$ cat config.mk
export PLATFORM = sky130hd
export DESIGN_NAME = long_fifo_chain_flat
export DESIGN_NICKNAME = d
export VERILOG_FILES = /design/src/rtl/long_fifo_chain_if.sv /design/src/rtl/long_fifo_chain.sv /design/src/flat_wrapper.sv
export SDC_FILE = /design/constraint.sdc
export NUM_CORES = 1
export LEC_CHECK = 0
export ABC_AREA = 1
export ABC_CLOCK_PERIOD_IN_PS = 4200
export CORE_AREA = 2 2 174 262
export CTS_BUF_LIST = sky130_fd_sc_hd__clkbuf_8 sky130_fd_sc_hd__clkbuf_16
export DETAILED_ROUTE_END_ITERATION = 8
export DIE_AREA = 0 0 176 264
export PLACE_DENSITY = 0.73
export SETUP_SLACK_MARGIN = 0.02
export SLEW_MARGIN = 20
export SYNTH_ARGS = -nofsm -noshare
export SYNTH_HDL_FRONTEND = slang
export SYNTH_SLANG_ARGS = --single-unit
export TNS_END_PERCENT = 50
$ cat constraint.sdc
create_clock -name clk -period 4.2 [get_ports clk]
set_clock_uncertainty 0.05 [all_clocks]
set_input_delay 0.42 -clock clk [delete_from_list [all_inputs] [get_ports clk]]
set_output_delay 0.42 -clock clk [all_outputs]
set_load 0.1 [all_outputs]
$ cat src/rtl/long_fifo_chain_if.sv
// long_fifo_chain_if: write/read handshake and status bundle of the chained FIFO.
interface long_fifo_chain_if #(
    parameter int DSIZE = 8,
    parameter int CW    = 7
);
    logic [DSIZE-1:0] din;
    logic [DSIZE-1:0] dout;
    logic             wr_en;
    logic             rd_en;
    logic             full;
    logic             empty;
    logic             almost_full;
    logic             almost_empty;
    logic [CW-1:0]    count;
    logic             ready;
    logic             overflow;
    logic             underflow;
    modport master (
        output din, wr_en, rd_en,
        input  dout, full, empty, almost_full, almost_empty, count, ready, overflow, underflow
    );
    modport slave (
        input  din, wr_en, rd_en,
        output dout, full, empty, almost_full, almost_empty, count, ready, overflow, underflow
    );
endinterface

$ cat src/rtl/long_fifo_chain.sv
// long_fifo_chain: deep FWFT FIFO made of SEG_NUM chained circular segments;
// the last segment owns the registered output word, so chain latency is SEG_NUM.
module long_fifo_chain #(
    parameter int DSIZE     = 8,
    parameter int SEG_DEPTH = 16,
    parameter int SEG_NUM   = 4,
    parameter int AF_LEVEL  = SEG_DEPTH * SEG_NUM - 4,
    parameter int AE_LEVEL  = 4,
    parameter int GUARD_CYC = 8
) (
    input logic              clk,
    input logic              rst_n,
    long_fifo_chain_if.slave bus
);
    localparam int CAP = SEG_DEPTH * SEG_NUM;
    localparam int AW  = $clog2(SEG_DEPTH);
    localparam int CW  = $clog2(CAP + 1);
    localparam int GW  = $clog2(GUARD_CYC + 2);

    logic [SEG_NUM-1:0]            push, pop, full_s, empty_s;
    logic [SEG_NUM-1:0][DSIZE-1:0] head;
    logic [DSIZE-1:0]              dout_q, dout_d;
    logic                          ov_q, ov_d;
    logic [CW-1:0]                 cnt_q, cnt_d;
    logic                          ovf_q, ovf_d, udf_q, udf_d;
    logic [GW-1:0]                 g_q, g_d;
    logic                          ready, wr_ok, rd_ok;

    assign ready = g_q == GW'(GUARD_CYC);
    assign wr_ok = ready && bus.wr_en && !full_s[0];
    assign rd_ok = ready && bus.rd_en && ov_q;

    for (genvar k = 0; k < SEG_NUM; k++) begin : g_seg
        logic [DSIZE-1:0] mem_q [SEG_DEPTH];
        logic [AW-1:0]    wp_q, rp_q;
        logic [AW:0]      sc_q;
        logic [DSIZE-1:0] wd;
        assign wd         = (k == 0) ? bus.din : head[(k == 0) ? 0 : k - 1];
        assign push[k]    = (k == 0) ? wr_ok : pop[(k == 0) ? 0 : k - 1];
        assign empty_s[k] = sc_q == '0;
        assign head[k]    = mem_q[rp_q];
        // the output word still occupies a slot of the last segment
        assign full_s[k]  = (sc_q + (AW+1)'((k == SEG_NUM - 1) && ov_q)) == (AW+1)'(SEG_DEPTH);
        assign pop[k]     = (k == SEG_NUM - 1) ? (!empty_s[k] && (!ov_q || rd_ok))
                                               : (!empty_s[k] && !full_s[(k == SEG_NUM - 1) ? k : k + 1]);
        always_ff @(posedge clk) begin
            if (push[k]) mem_q[wp_q] <= wd;
        end
        always_ff @(posedge clk or negedge rst_n) begin
            if (!rst_n) begin
                wp_q <= '0;
                rp_q <= '0;
                sc_q <= '0;
            end else begin
                wp_q <= wp_q + AW'(push[k]);
                rp_q <= rp_q + AW'(pop[k]);
                sc_q <= sc_q + (AW+1)'(push[k]) - (AW+1)'(pop[k]);
            end
        end
    end

    always_comb begin
        dout_d = pop[SEG_NUM-1] ? head[SEG_NUM-1] : dout_q;
        ov_d   = pop[SEG_NUM-1] || (ov_q && !rd_ok);
        cnt_d  = cnt_q + CW'(wr_ok) - CW'(rd_ok);
        ovf_d  = ovf_q || (ready && bus.wr_en && full_s[0]);
        udf_d  = udf_q || (ready && bus.rd_en && !ov_q);
        g_d    = ready ? g_q : g_q + GW'(1);
    end

    always_ff @(posedge clk or negedge rst_n) begin
        if (!rst_n) begin
            dout_q <= '0;
            ov_q   <= 1'b0;
            cnt_q  <= '0;
            ovf_q  <= 1'b0;
            udf_q  <= 1'b0;
            g_q    <= '0;
        end else begin
            dout_q <= dout_d;
            ov_q   <= ov_d;
            cnt_q  <= cnt_d;
            ovf_q  <= ovf_d;
            udf_q  <= udf_d;
            g_q    <= g_d;
        end
    end

    assign bus.dout         = dout_q;
    assign bus.full         = full_s[0] || !ready;
    assign bus.empty        = !ov_q || !ready;
    assign bus.almost_full  = cnt_q >= CW'(AF_LEVEL);
    assign bus.almost_empty = cnt_q <= CW'(AE_LEVEL);
    assign bus.count        = cnt_q;
    assign bus.ready        = ready;
    assign bus.overflow     = ovf_q;
    assign bus.underflow    = udf_q;
endmodule

$ cat src/flat_wrapper.sv
// flat-port wrapper written by rule: the top's interface ports become plain ports
module long_fifo_chain_flat 
#(
    parameter int DSIZE     = 8,
    parameter int SEG_DEPTH = 16,
    parameter int SEG_NUM   = 4,
    parameter int AF_LEVEL  = SEG_DEPTH * SEG_NUM - 4,
    parameter int AE_LEVEL  = 4,
    parameter int GUARD_CYC = 8
)
  (clk, rst_n, bus_din, bus_wr_en, bus_rd_en, bus_dout, bus_full, bus_empty, bus_almost_full, bus_almost_empty, bus_count, bus_ready, bus_overflow, bus_underflow);
  long_fifo_chain_if #(.DSIZE(DSIZE), .CW(7)) bus_i ();
  input logic clk;
  input logic rst_n;
  input wire logic [$bits(bus_i.din)-1:0] bus_din;
  input wire logic [$bits(bus_i.wr_en)-1:0] bus_wr_en;
  input wire logic [$bits(bus_i.rd_en)-1:0] bus_rd_en;
  output wire logic [$bits(bus_i.dout)-1:0] bus_dout;
  output wire logic [$bits(bus_i.full)-1:0] bus_full;
  output wire logic [$bits(bus_i.empty)-1:0] bus_empty;
  output wire logic [$bits(bus_i.almost_full)-1:0] bus_almost_full;
  output wire logic [$bits(bus_i.almost_empty)-1:0] bus_almost_empty;
  output wire logic [$bits(bus_i.count)-1:0] bus_count;
  output wire logic [$bits(bus_i.ready)-1:0] bus_ready;
  output wire logic [$bits(bus_i.overflow)-1:0] bus_overflow;
  output wire logic [$bits(bus_i.underflow)-1:0] bus_underflow;
  assign bus_i.din = bus_din;
  assign bus_i.wr_en = bus_wr_en;
  assign bus_i.rd_en = bus_rd_en;
  assign bus_dout = bus_i.dout;
  assign bus_full = bus_i.full;
  assign bus_empty = bus_i.empty;
  assign bus_almost_full = bus_i.almost_full;
  assign bus_almost_empty = bus_i.almost_empty;
  assign bus_count = bus_i.count;
  assign bus_ready = bus_i.ready;
  assign bus_overflow = bus_i.overflow;
  assign bus_underflow = bus_i.underflow;
  long_fifo_chain #(.DSIZE(DSIZE), .SEG_DEPTH(SEG_DEPTH), .SEG_NUM(SEG_NUM), .AF_LEVEL(AF_LEVEL), .AE_LEVEL(AE_LEVEL), .GUARD_CYC(GUARD_CYC)) u_core (.clk(clk), .rst_n(rst_n), .bus(bus_i));
endmodule
* Word level (Yosys, flattened, before mapping)
Memory sizes are Yosys's and may differ from the RTL's. A register that Yosys moved wholly into a read port is not among the register bits. Index checks and enable logic that the tools add are counted.
Operators by class: reduce and logical (&&, ||, !) cells 33, eq/ne operators 5, add/sub/neg operators 20, multiplexer cells 8, order comparisons 2
Operator list (number):
- 4-bit by 1-bit adder with 4-bit output | 8
- 5-bit by 1-bit adder with 5-bit output | 5
- 5-bit equality test (second input constant) | 4
- 5-bit logical NOT | 4
- 5-bit by 1-bit subtractor with 5-bit output | 4
- 1-bit logical NOT | 12
- 1-bit logical AND | 11
- 1-bit 2-to-1 mux | 8
- 7-bit by 1-bit adder with 7-bit output | 1
- 7-bit by 6-bit greater-or-equal comparator with 1-bit output (second input constant) | 1
- 7-bit by 3-bit less-or-equal comparator with 1-bit output (second input constant) | 1
- 7-bit by 1-bit subtractor with 7-bit output | 1
- 1-bit logical OR | 6
- 4-bit by 1-bit adder with 4-bit output (second input constant) | 1
- 4-bit equality test (second input constant) | 1
Word-level totals: bits in writable memories 512, register bits after elaboration 66, logic and storage cells 89, memories 4, input bits 12
Memories:
- u_core.g_seg[0].mem_q | depth 16, bits a word 8, rd ports 1, clocked after memory_dff 0, write ports 1, RTL line long_fifo_chain.sv:34 | logic [DSIZE-1:0] mem_q [SEG_DEPTH];
- u_core.g_seg[1].mem_q | depth 16, bits a word 8, rd ports 1, clocked after memory_dff 0, write ports 1, RTL line long_fifo_chain.sv:34
- u_core.g_seg[2].mem_q | depth 16, bits a word 8, rd ports 1, clocked after memory_dff 0, write ports 1, RTL line long_fifo_chain.sv:34
- u_core.g_seg[3].mem_q | depth 16, bits a word 8, rd ports 1, clocked after memory_dff 1, write ports 1, RTL line long_fifo_chain.sv:34

* Longest topological paths before layout
Gate-level depths: netlist of run 1.
word-level depth 6, depth in mapped cells 17, depth with buffers taken out 17

* Worst setup path before layout of run 1
No wires, ideal clock.
kind register to output, from register u_core.cnt_q[2], in the netlist u_core.bus.count[2], to output bus_almost_empty, arrival 3470 ps, path slack 260 ps, cell stages (with the launch flop) 4, cell sequence dfrtp_1 > ha_1 > nand3_1 > o21ai_0
Between the ends: cells in the longest elaborated chain, start to end 1
Ends and longest elaborated chain:
- start: declaration | RTL line long_fifo_chain.sv:24 | logic [CW-1:0] cnt_q, cnt_d;
- start signal: assignment | RTL line long_fifo_chain.sv:82 | cnt_q <= cnt_d;
- 7-bit by 3-bit less-or-equal comparator with 1-bit output | RTL line long_fifo_chain.sv:93 | assign bus.almost_empty = cnt_q <= CW'(AE_LEVEL);
- end: declaration | RTL line flat_wrapper.sv:22 | output wire logic [$bits(bus_i.almost_empty)-1:0] bus_almost_empty;
No other way between the ends.

* Worst setup path in the final report of run 1
from register u_core.ov_q, to register u_core.g_seg[2].sc_q[4]
Between the ends: cells in the longest elaborated chain, start to end 5
Ends and longest elaborated chain:
- start: declaration | RTL line long_fifo_chain.sv:23 | logic ov_q, ov_d;
- start signal: assignment | RTL line long_fifo_chain.sv:81 | ov_q <= ov_d;
- 5-bit by 1-bit adder with 5-bit output | RTL line long_fifo_chain.sv:43 | assign full_s[k] = (sc_q + (AW+1)'((k == SEG_NUM - 1) && ov_q)) == (AW+1)'(SEG_DEPTH);
- 5-bit equality test | RTL line long_fifo_chain.sv:43
- 1-bit logical NOT | RTL line long_fifo_chain.sv:45 | : (!empty_s[k] && !full_s[(k == SEG_NUM - 1) ? k : k + 1]);
- 1-bit logical AND | RTL line long_fifo_chain.sv:45
- 5-bit by 1-bit subtractor with 5-bit output | RTL line long_fifo_chain.sv:57 | sc_q <= sc_q + (AW+1)'(push[k]) - (AW+1)'(pop[k]);
- end signal: assignment | RTL line long_fifo_chain.sv:57
- end: declaration | RTL line long_fifo_chain.sv:36 | logic [AW:0] sc_q;
No other way between the ends. A chain may end at the register's enable or synchronous reset.

==> metrics.md, run 1 <==
| Metric | Value |
|---|---|
| Status | finished, final reports clean |
| Slew HR | 29.03% |
| Worst-margin pin slew | 1061 ps |
| Final ANT Viol Nets | 0 |
| Synth warn | 0 |
| Total negative slack | 0 ps |
| Combinational share of power | 38.0% |
| Crit share post-route | 80.68% |
| Post-synth cell types | 31 |
| Multi-input gate area | 6334 sq um |
| Maxcap violations | 0 |
| FF+latch count, synth | 586 |
| Peak VDD IR | 0.0004896 V |
| # rows | 95 |
| Drt first-iter violations | 1381 |
| Switch share | 40.78% |
| WL per Instance | 19.03 um |
| Leak pwr | 0.01068 uW |
| Worst reg2reg path startpoint | u_core.ov_q |
| FILL cells | between 3000 and 4000 |
| Global Route Usage Sum | 23.11% |
| FF-to-FF path depth | 16 |
| DRC errors left | 0 |
| Data arrival, critical path | 3810 ps |
| Slowest stage delay, CP | 430 ps |
| Clock Pin Slew Worst Setup and Hold Paths | 70 ps |
| Worst path cell trace | ha_1 > ha_1 > nor2_1 > o21ai_0 > a21oi_1 > nand3_1 > o21ai_2 > inv_1 > ha_1 > inv_1 > ha_1 > inv_1 > fa_1 > o21ai_0 > a21oi_1 > xor2_1 |
| WS Path Type | flip-flop to flip-flop |
| GPL Wtd Cong | roughly 0.86 |
| RSZ-0062 raised after global routing | no |
| CP endpoint kind | flip-flop |
| Post-synthesis instance area | about 25000 sq um |
| Sequential share of power | about 43% |
| CTS root buf | clkbuf_16 |
| GRT Residual Overflow | 0 |
| Pin count of the biggest net entering global routing | 66 |
| Vias | 15690 |
| Setup violators final | 0 |
| DRT Pass-1 Iters | 5 |
| Layout cells sized above 1 | under 10% |
| Die Y | 264 um |
| Worst r2r dst | u_core.g_seg[2].sc_q[4] |
| Synthesized area per cell | around 11 sq um |
| Sequential Area | 17230 sq um |
| Core area | 44340 sq um |
| Fin cells | ~2800 |
| Fmax | 0.2951 GHz |
| CP required | 4620 ps |
| Number of diodes | 0 |
| Register area share after synthesis | 69.05% |
| First-pass GRT wire length | just over 80000 um |
| Initial antenna violation count | 0 |
| Crit start category | flip-flop |
| CTS HTree Levels | 2 |
| Most numerous cell on the critical path | ha_1 |
| Synthesis-to-finish area growth | 9.519% |
| Clock Power Share | between 10% and 20% |
| Final wirelength | about 53000 um |
| Hold Vio Cnt, Final | 0 |
| HPWL after detailed placement | 33490 um |
| # IOs | 34 |
| Reg2reg setup slack | a little over 800 ps |
| Clock tree from TritonCTS | built |
| Clk Latency, worst-skew pair | 600 ps |
| Final min period | roughly 3400 ps |
| Crit Path Max Fanout | 18 |
| CTS sink cnt | a little under 600 |
| DIE WIDTH | 176 um |
| Final #Nets | 2255 |
| Cell internal pwr | 13910 uW |
| IO buf count | 33 |
| Via/cell ratio | 5.602 |
| Vias in the first global route | 15490 |
| Clock Path Buffers | 3 |
| DIE AREA | 46460 sq um |
| Slowest CP cell | dfrtp_1 |
| Initial Util | between 50 and 60% |
| Setup bufs post-CTS | 0 |
| TritonCTS buffer count | 52 |
| Min-Delay Path Class | primary input to asynchronous set/reset pin |
| Switching component of the power | 9580 uW |
| Power Density | 859.8 nW/um^2 |
| Net Count, Synth | about 2200 |
| Final Max Tran Viols | 0 |
| Placed insts | 2704 |
| Post-Synthesis Cells | 2171 |
[worst max path at each step]
stage | to | slack (ps) | cells after the start | start
2_1_floorplan | bus_almost_empty | 260 | 3 | u_core.bus.count[2]
3_3_place_gp | u_core.g_seg[2].sc_q[4] | 800 | 16 | u_core.ov_q
3_5_place_dp | u_core.g_seg[2].sc_q[4] | 830 | 16 | u_core.ov_q
4_1_cts | u_core.g_seg[2].sc_q[4] | 820 | 16 | u_core.ov_q
5_1_grt | u_core.g_seg[2].sc_q[4] | 550 | 16 | u_core.ov_q
6_report | u_core.g_seg[2].sc_q[4] | 810 | 16 | u_core.ov_q
[metal layers]
metal | global-route usage, % | part of all wire [%]
met5 | 0 | 0
met4 | 12.33 | 5.4
met3 | 2.605 | 4.7
met2 | 43.61 | 55
met1 | 25.08 | 35
[flip-flops by register name (all words and copies together), names as in the netlist, 4 cells and up]
signal and cells:
u_core.bus.count 7, u_core.bus.dout 8, u_core.g_q 4, u_core.g_seg.mem_q 512, u_core.g_seg.rp_q 16, u_core.g_seg.sc_q 20
u_core.g_seg.wp_q 16
[power groups by stage]
| stage | Clock [uW] | Combinational, uW | Sequential [uW] |
|---|---|---|---|
| after global routing | 4790 | 9790 | 10200 |
| after CTS | 4600 | 8950 | 10000 |
| after global placement | 0 | 8570 | 10100 |
| after detailed placement | 0 | 8900 | 10100 |
| final | 4560 | 8920 | 10000 |
| after floorplan | 0 | 5740 | 10200 |
[synth_stat cells]
cell        n  area [sq um]
edfxtp_1  512         15370
nand2_1   408          1531
inv_1     242         908.4
nor2_1    228         855.8
nand3_1   197         986.0
o21ai_0   134         670.6
dfrtp_1    74          1852
o211ai_1   72         540.5
ha_1       61         763.2
buf_2      47         235.2
a21oi_1    46         230.2
clkbuf_1   38         142.6
xor2_1     36         315.3
a31oi_1    18         112.6
o21ai_1     7         35.03
buf_1       6         22.52
xnor2_1     6         52.55
clkinv_1    5         18.77
fa_1        5         100.1
inv_2       5         18.77
buf_4       4         30.03
o22ai_1     4         25.02
nand4_1     3         18.77
nor2_4      3         33.78
o21bai_1    3         22.52
nand3_2     2         20.02
clkbuf_2    1         5.000
inv_4       1         6.260
nand2_2     1         6.260
nor3_1      1         5.000
o21ai_2     1         8.760
[critical path, delay by kind of cell (launching register included)]
family                     cells  cell delay, ps
adders and majority gates      5            1370
xor gates and xnor gates       1             140
and+or+nand+nor                2             200
DFF                            1             430
buffers and inverters          3             310
AOI/OAI and AO/OA              5             760
[cell type report]
| cell class | count | area share, % |
|---|---|---|
| multi-input combinational | 1236 | 23.18 |
| clock buffer | 53 | 4.813 |
| clock inverter | 43 | 1.108 |
| timing repair buffer | 48 | 1.667 |
| tap | 582 | 2.665 |
| inverter | 253 | 3.489 |
| sequential | 586 | 63.08 |
[logic make-up (layout without fill, tap and decap cells)]
family	Yosys count	count (layout)	synth area share (%)
AND/OR/NAND/NOR	843	843	13.86
flip-flops	586	586	69.05
buffers and inverters	349	397	5.562
AO/OA/AOI/OAI	285	285	6.595
adder cells (fa/ha/maj)	66	66	3.461
XOR/XNOR	42	42	1.474
[metrics by stage]
stage          area, sq um  utilization, %  setup slack, ps  power [uW]  hold slack [ps]
4_1_cts              27320           61.62            816.1       23560            390.0
6_report             27320           61.63            811.6       23490            388.0
2_1_floorplan        24950               -            259.8       15990            74.41
5_1_grt              27320           61.63            551.5       24750            419.2
3_5_place_dp         25690           57.95            828.2       19010            414.1
3_3_place_gp         25690           57.95            796.7       18620            414.3
[cells in the final DEF (no fill, tap or decap), types with 3 or more instances in the layout]
cell type        synthesis  layout
dfrtp_2                  0       3
o21ai_1                  7       7
buf_4                    4      14
xor2_1                  36      36
clkbuf_16                0      52
clkdlybuf4s50_1          0      32
nand2_1                408     408
a31oi_1                 18      18
fa_1                     5       5
o211ai_1                72      72
bufinv_16                0       3
xnor2_1                  6       6
nor2_4                   3       3
edfxtp_1               512     512
inv_2                    5       4
dfrtp_1                 74      70
o21ai_0                134     134
nand4_1                  3       3
o21bai_1                 3       3
o22ai_1                  4       4
clkinv_1                 5       9
a21oi_1                 46      46
nand3_1                197     197
ha_1                    61      61
nor2_1                 228     228
inv_1                  242     259
clkinv_2                 0      14
[what timing repair did]
| action | CTS | global route |
|---|---|---|
| hold buffers | 1 | 0 |
| endpoints found under the setup margin | 0 | 0 |
| endpoints found under the hold margin | 56 | 0 |
| resized for setup | 0 | 0 |
No activity file was read; power rests on OpenSTA's default activity.
==> run 2, diff against run 1 <==
Settings changed: ABC_CLOCK_PERIOD_IN_PS 4200 to 3450.
Clock period 4.2 ns to 3.45 ns, I/O delays scaled along.
==> metrics.md, run 2 (same netlist as run 1, synthesis figures left out) <==
| Metric | Value |
|---|---|
| Cts hold-fix bufs | 1 |
| Data arrival, critical path | between 3000 and 4000 ps |
| Crit Path Max Fanout | 17 |
| Maxcap violations | 0 |
| Initial antenna violation count | 0 |
| Fmax | 0.3257 GHz |
| Largest registers | u_core.g_seg.mem_q: 512 flops, u_core.g_seg.sc_q: 20 flops |
| WL per Instance | 18.86 um |
| Status | finished, final reports clean |
| Top reg by flops | u_core.g_seg.mem_q |
| Setup bufs post-CTS | 0 |
| Max reg flops | 512 |
| CP endpoint kind | flip-flop |
| TritonCTS buffer count | 51 |
| Pin count of the biggest net entering global routing | 67 |
| Vias in the first global route | around 16000 |
| Crit start category | flip-flop |
| Total negative slack | 0 ps |
| Hold Vio Cnt, Final | 0 |
| Core Util, Final | 62.12% |
| Global Route Usage Sum | between 20% and 30% |
| Min-Delay Path Class | primary input to asynchronous set/reset pin |
| DIE WIDTH | 176 um |
| GPL Wtd Cong | 0.8515 |
| Final wirelength | 53120 um |
| Most common cell after layout, fill and taps aside | edfxtp_1 |
| Vias | 15740 |
| RSZ-0062 raised after global routing | no |
| FILL cells | 3339 |
| Final #Nets | 2271 |
| Worst-margin pin slew | just under 1000 ps |
| FF-to-FF path depth | 16 |
| Setup violators final | 0 |
| Clock Pin Slew Worst Setup and Hold Paths | approximately 60 ps |
| Clock tree from TritonCTS | built |
| Resize count post-CTS | 0 |
| Clock Path Buffers | 3 |
| Synthesis-to-finish area growth | 10.40% |
| Final Max Tran Viols | 0 |
| DRT Pass-1 Iters | 5 |
| WS Path Type | flip-flop to flip-flop |
| # IOs | 34 |
| CP required | between 3000 and 4000 ps |
| First-pass GRT wire length | 82660 um |
| Peak VDD IR | 0.0006324 V |
| Via/cell ratio | 5.588 |
| Final min period | approximately 3100 ps |
| Crit share post-route | between 80% and 90% |
| Leak pwr | between 0.01 and 0.015 uW |
| Reg2reg setup slack | 380 ps |
| CTS HTree Levels | 2 |
| HPWL after detailed placement | 34030 um |
| GRT Residual Overflow | 0 |
| Final ANT Viol Nets | 0 |
| Core area | 44340 sq um |
| # rows | 95 |
| Drt first-iter violations | between 1000 and 1500 |
| Worst reg2reg path startpoint | u_core.ov_q |
| CTS sink cnt | 586 |
| Layout cells sized above 1 | 5.682% |
| Slew HR | 34.22% |
| Initial Util | 56.27% |
| Worst r2r dst | u_core.g_seg[3].sc_q[4] |
| Power Density | 1054 nW/um^2 |
| Number of diodes | 0 |
| DIE AREA | 46460 sq um |
| DRC errors left | 0 |
| CTS root buf | clkbuf_16 |
| Most frequent cells in the layout | 512 x edfxtp_1, 408 x nand2_1, 259 x inv_1, 228 x nor2_1, 197 x nand3_1 |
| IO buf count | 33 |
| Clk Latency, worst-skew pair | 590 ps |
| Die Y | 264 um |
[run 2: changes by cell type in the layout (fill, tap and decap cells not counted), moves of 2 or more]
cell	delta
clkinv_2	-4
buf_12	+2
bufinv_16	+3
buf_4	+20
clkdlybuf4s50_1	-5
clkinvlp_4	-2
[run 2: layout make-up]
| class | count | area, sq um | share of cell area, % |
|---|---|---|---|
| clock buffers | 55 | 1354 | 4.915 |
| multi-input cells | 1236 | 6334 | 23.00 |
| clock inverters | 40 | 344.1 | 1.249 |
| flip-flops and latches | 586 | 17230 | 62.57 |
| inverters | 253 | 953.4 | 3.462 |
| repair buffers | 65 | 595.6 | 2.162 |
| well taps | 582 | 728.2 | 2.644 |
[run 2: how the worst max path moves through the flow]
stage                             start                      end  slack, ps  depth (start not counted)
final                       u_core.ov_q  u_core.g_seg[3].sc_q[4]        380                         16
after global routing        u_core.ov_q  u_core.g_seg[3].sc_q[4]         50                         16
after CTS                   u_core.ov_q  u_core.g_seg[3].sc_q[4]        370                         16
after detailed placement    u_core.ov_q  u_core.g_seg[2].sc_q[4]        380                         16
after global placement      u_core.ov_q  u_core.g_seg[3].sc_q[4]        480                         16
after floorplan           u_core.g_q[0]  u_core.g_seg[0].sc_q[4]        280                         17
[run 2: metrics by stage]
step	hold slack (ps)	worst slack [ps]	std cells	power (uW)	instance area, sq um
after floorplan	-0.5911	276.7	2171	19470	24950
after global placement	414.3	475.6	2721	22850	25830
after detailed placement	422.3	383.4	2721	23350	25830
after CTS	334.7	366.5	2817	29100	27540
after global routing	347.8	50.70	2817	30600	27540
final	360.9	379.9	2817	29020	27540
[run 2: power by group]
part | leakage, uW | switching [uW] | internal [uW] | total, uW
clock | 0.000903 | 2480 | 3280 | 5760
combinational | 0.00440 | 8340 | 2860 | 11200
sequential | 0.00551 | 856 | 11200 | 12100
[run 2: metal layers]
| metal | up-vias | wire length (um) | global-route usage [%] |
|---|---|---|---|
| met5 | - | 0 | 0 |
| met3 | 176 | 2610 | 2.835 |
| li1 | 7443 | - | - |
| met2 | 531 | 28530 | 42.84 |
| met1 | 7591 | 18860 | 25.11 |
| met4 | 0 | 3112 | 12.89 |
[run 2: worst max-delay path: stages (launching register included)]
cell and delay, ps:
dfrtp_1 420, ha_1 220, ha_1 280, nor2_1 120
o21ai_0 90, a21oi_1 140, nand3_1 100, o21ai_2 80
buf_4 230, ha_1 150, inv_1 40, ha_1 210
fa_1 430, a21oi_1 140, nor2_1 50, nor2_1 120
xor2_1 150
